<file path="src/rtl/pipe_rca4.sv">
// Four-stage pipelined 4-bit ripple-carry adder: one full adder per stage, carry registered between stages.
// Inputs sampled at edge N appear on Sum/Cout after edge N+3; no handshake, a new operand set every cycle.
module pipe_rca4 (
    output logic       Cout,
    output logic [3:0] Sum,
    input  logic [3:0] A,
    input  logic [3:0] B,
    input  logic       Cin,
    input  logic       Clk,
    input  logic       Rst
);

    // Returns {carry_out, sum} of one bit position.
    function automatic logic [1:0] full_add(input logic a, input logic b, input logic c);
        return {1'b0, a} + {1'b0, b} + {1'b0, c};
    endfunction

    // Stage 1: bit 0 done, bits 3:1 of the operands ride along.
    logic       s1_sum;
    logic       s1_c;
    logic [3:1] s1_a;
    logic [3:1] s1_b;

    // Stage 2: bits 1:0 done.
    logic [1:0] s2_sum;
    logic       s2_c;
    logic [3:2] s2_a;
    logic [3:2] s2_b;

    // Stage 3: bits 2:0 done.
    logic [2:0] s3_sum;
    logic       s3_c;
    logic       s3_a;
    logic       s3_b;

    // Stage 4: complete result, drives the outputs directly.
    logic [3:0] s4_sum;
    logic       s4_c;

    always_ff @(posedge Clk or posedge Rst) begin
        if (Rst) begin
            s1_sum <= 1'b0;
            s1_c   <= 1'b0;
            s1_a   <= '0;
            s1_b   <= '0;
            s2_sum <= '0;
            s2_c   <= 1'b0;
            s2_a   <= '0;
            s2_b   <= '0;
            s3_sum <= '0;
            s3_c   <= 1'b0;
            s3_a   <= 1'b0;
            s3_b   <= 1'b0;
            s4_sum <= '0;
            s4_c   <= 1'b0;
        end else begin
            {s1_c, s1_sum} <= full_add(A[0], B[0], Cin);
            s1_a           <= A[3:1];
            s1_b           <= B[3:1];

            {s2_c, s2_sum[1]} <= full_add(s1_a[1], s1_b[1], s1_c);
            s2_sum[0]         <= s1_sum;
            s2_a              <= s1_a[3:2];
            s2_b              <= s1_b[3:2];

            {s3_c, s3_sum[2]} <= full_add(s2_a[2], s2_b[2], s2_c);
            s3_sum[1:0]       <= s2_sum;
            s3_a              <= s2_a[3];
            s3_b              <= s2_b[3];

            {s4_c, s4_sum[3]} <= full_add(s3_a, s3_b, s3_c);
            s4_sum[2:0]       <= s3_sum;
        end
    end

    assign Sum  = s4_sum;
    assign Cout = s4_c;

endmodule

</file>
<file path="config.mk">
export PLATFORM = sky130hd
export DESIGN_NAME = pipe_rca4
export DESIGN_NICKNAME = d
export VERILOG_FILES = /design/src/rtl/pipe_rca4.sv
export SDC_FILE = /design/constraint.sdc
export NUM_CORES = 1
export LEC_CHECK = 0
export BUFFER_PORTS_ARGS = -buffer_cell sky130_fd_sc_hd__buf_2
export CAP_MARGIN = 0
export CORE_ASPECT_RATIO = 0.9
export CORE_MARGIN = 2
export CORE_UTILIZATION = 45
export CTS_CLUSTER_SIZE = 20
export DETAILED_ROUTE_END_ITERATION = 7
export PLACE_DENSITY = 0.77
export SYNTH_ARGS = -nofsm -noshare
export SYNTH_HDL_FRONTEND = slang
export SYNTH_SLANG_ARGS = --single-unit
export TNS_END_PERCENT = 30
</file>
<file path="constraint.sdc">
create_clock -name Clk -period 1.1 [get_ports Clk]
set_input_delay 0.055 -clock Clk [delete_from_list [all_inputs] [get_ports Clk]]
set_output_delay 0.055 -clock Clk [all_outputs]
set_load 0.02 [all_outputs]
</file>
==> metrics.yaml <==
ioPinCount: 16
final-hold-violation-count: 0
yosysTopAreaCellShare_pct: 88.6
worstSetupPathType: "register to register"
vias: 327
cts_root_buf: "clkbuf_4"
antenna_found_initial: 0
drc: 0
synth_top_area_cell: "dfrtp_1"
ys_seq_area_share_pct: 88.6
crit_arrival_ns: 1.24
synth.top_cells.by_area: "dfrtp_1 (89%), fa_1 (11%), inv_1 (0.51%)"
die_x_um: 46.6
rsz0062_at_grt: "false"
placementRows: 13
fillers: 105
synthArstFlopShare_pct: 100
insertion_delay_ns: 0.30
core_area_um2: 1480
antenna_cells: 0
viasPerCell: 4.14
slew_violations: 0
syn-num-nets: 46
cp_cell_sequence: "fa_1"
relSlewSlack_pct: 79.8
finalSetupViolCount: 0
fin_util_pct: 63.3
grt_overflow: 0
cp.required_ns: 1.35
avgRoutedWirePerCell_um: 10.5
tns_ns: 0
clkSinkCount: 26
irDropWorstVdd_mv: 1.11
fmax_mhz: 1010
status: "finished, final reports clean"
die_y_um: 42.3
gp_congestion: 0.657
synth_common_cells: "dfrtp_1 (26), fa_1 (4), inv_1 (1)"
cts_buffers: 3
crit_family: "adder cells"
nets: 74
syn_area_per_cell_um2: 23.7
placed_cell_area_um2: 845
drt_iter0_drc: 0
cts_tree: "done"
worst_hold_path_type: "primary input to register"
first_global_vias: 405
clkSlewWorstSetupHoldPaths_ns: 0.12
io_buffers: 15
synth_edf_count: 0
min_period_ns: 0.995
grt_pass1_wl_um: 1540
ctsLongestPathBuffers: 2
critPathMaxStageDelay_ns: 0.54
wl_um: 828
cellLeakagePower_nw: 0.444
worst-path-buf-inv: 0
endpoint_kind: "register"
syn_area_um2: 734
syn-instance-count: 31
ys_types: 3
grt_max_degree: 27
clock_skew_ns: 0.00227
synth_seq_cells: 26
yosysMostFrequentCell: "dfrtp_1"
track_usage_pct: 11.5
h-tree-depth: 1
drtPass1Iterations: 1
cap_viol_max_count: 0
startpoint_type: "register"
cts_hold_buf: 7
area_growth_pct: 27.6
tightest_slew_ns: 0.304
drive_above_1_share_pct: 33.3
start_util_pct: 49.6
ant_nets: 0
final_area_um2: 937
dieArea_um2: 1970
ys_warn_count: 0
crit_slowest_cell: "fa_1"
post_cts_buffers: 0
finalCritPeriodShare_pct: 90.4
synth_ff_type: "dfrtp_1"
powerDensity_nw_per_um2: 1700
path_max_fanout: 1
cts_resized: 0
==> where the power goes <==
group	total, mW	internal, mW	leakage [nW]	switching (mW)
clock network	0.365	0.128	0.0138	0.237
logic	0.149	0.0644	0.128	0.0850
registers	1.08	1.05	0.303	0.0290
==> worst paths after layout <==
| kind | start | endpoint | slack, ns | cells past startpoint |
|---|---|---|---|---|
| worst max-delay path | s2_c | s3_sum[2] | 0.11 | 1 |
| worst min-delay path | Cin | s1_sum | 0.02 | 2 |
| worst max register to register | s2_c | s3_sum[2] | 0.11 | 1 |
| worst min register to register | s3_sum[0] | Sum[0] | 0.36 | 0 |
| max in group asynchronous | Rst | s3_c | 0.55 | 4 |
| min in group asynchronous | Rst | s3_sum[2] | 0.32 | 4 |
==> placed cells by master, fill, tap and decap left out <==
cell,count
buf_2,15
buf_4,1
clkbuf_4,3
dfrtp_1,26
dlygate4sd3_1,7
fa_1,4
inv_1,1
==> kinds of logic after synthesis <==
logic type               share of synthesized area (%)
adder cells (fa/ha/maj)                           10.9
buffers and inverters                            0.511
flip-flops                                        88.6
==> final cells by class <==
type / count / area, µm² / area share [%]
clock buffer: 3 / 22.5 / 2.40
tap: 22 / 27.5 / 2.94
sequential: 26 / 651 / 69.4
multi-input combinational: 4 / 80.1 / 8.54
inverter: 1 / 3.75 / 0.401
timing repair buffer: 23 / 153 / 16.3
==> stage by stage <==
stage	instances	power [mW]	worst slack (ns)	hold slack (ns)
floorplan	31	1.17	0.150	0.0864
global placement	69	1.22	0.146	0.106
detailed placement	69	1.24	0.113	0.114
CTS	79	1.61	0.0941	0.00432
global route	79	1.69	0.0719	0.00339
finish	79	1.60	0.105	0.0192
==> registers in the layout, summed over array words and instances (netlist names) <==
signal / flops
Cout: 1
s2_a: 2
s2_sum: 2
s3_c: 1
s2_b: 2
s3_sum: 3
s1_a: 3
s1_sum: 1
s1_c: 1
s3_b: 1
Sum: 4
s1_b: 3
s2_c: 1
s3_a: 1
==> metal layers <==
layer | vias up | global-route usage [%] | wire (µm)
met5 | - | 0 | 0
met4 | 0 | 5.14 | 0
met3 | 0 | 2.59 | 62
met2 | 16 | 20.3 | 450
met1 | 166 | 12.5 | 315
li1 | 145 | - | -
(Power assumes the default switching activity.)
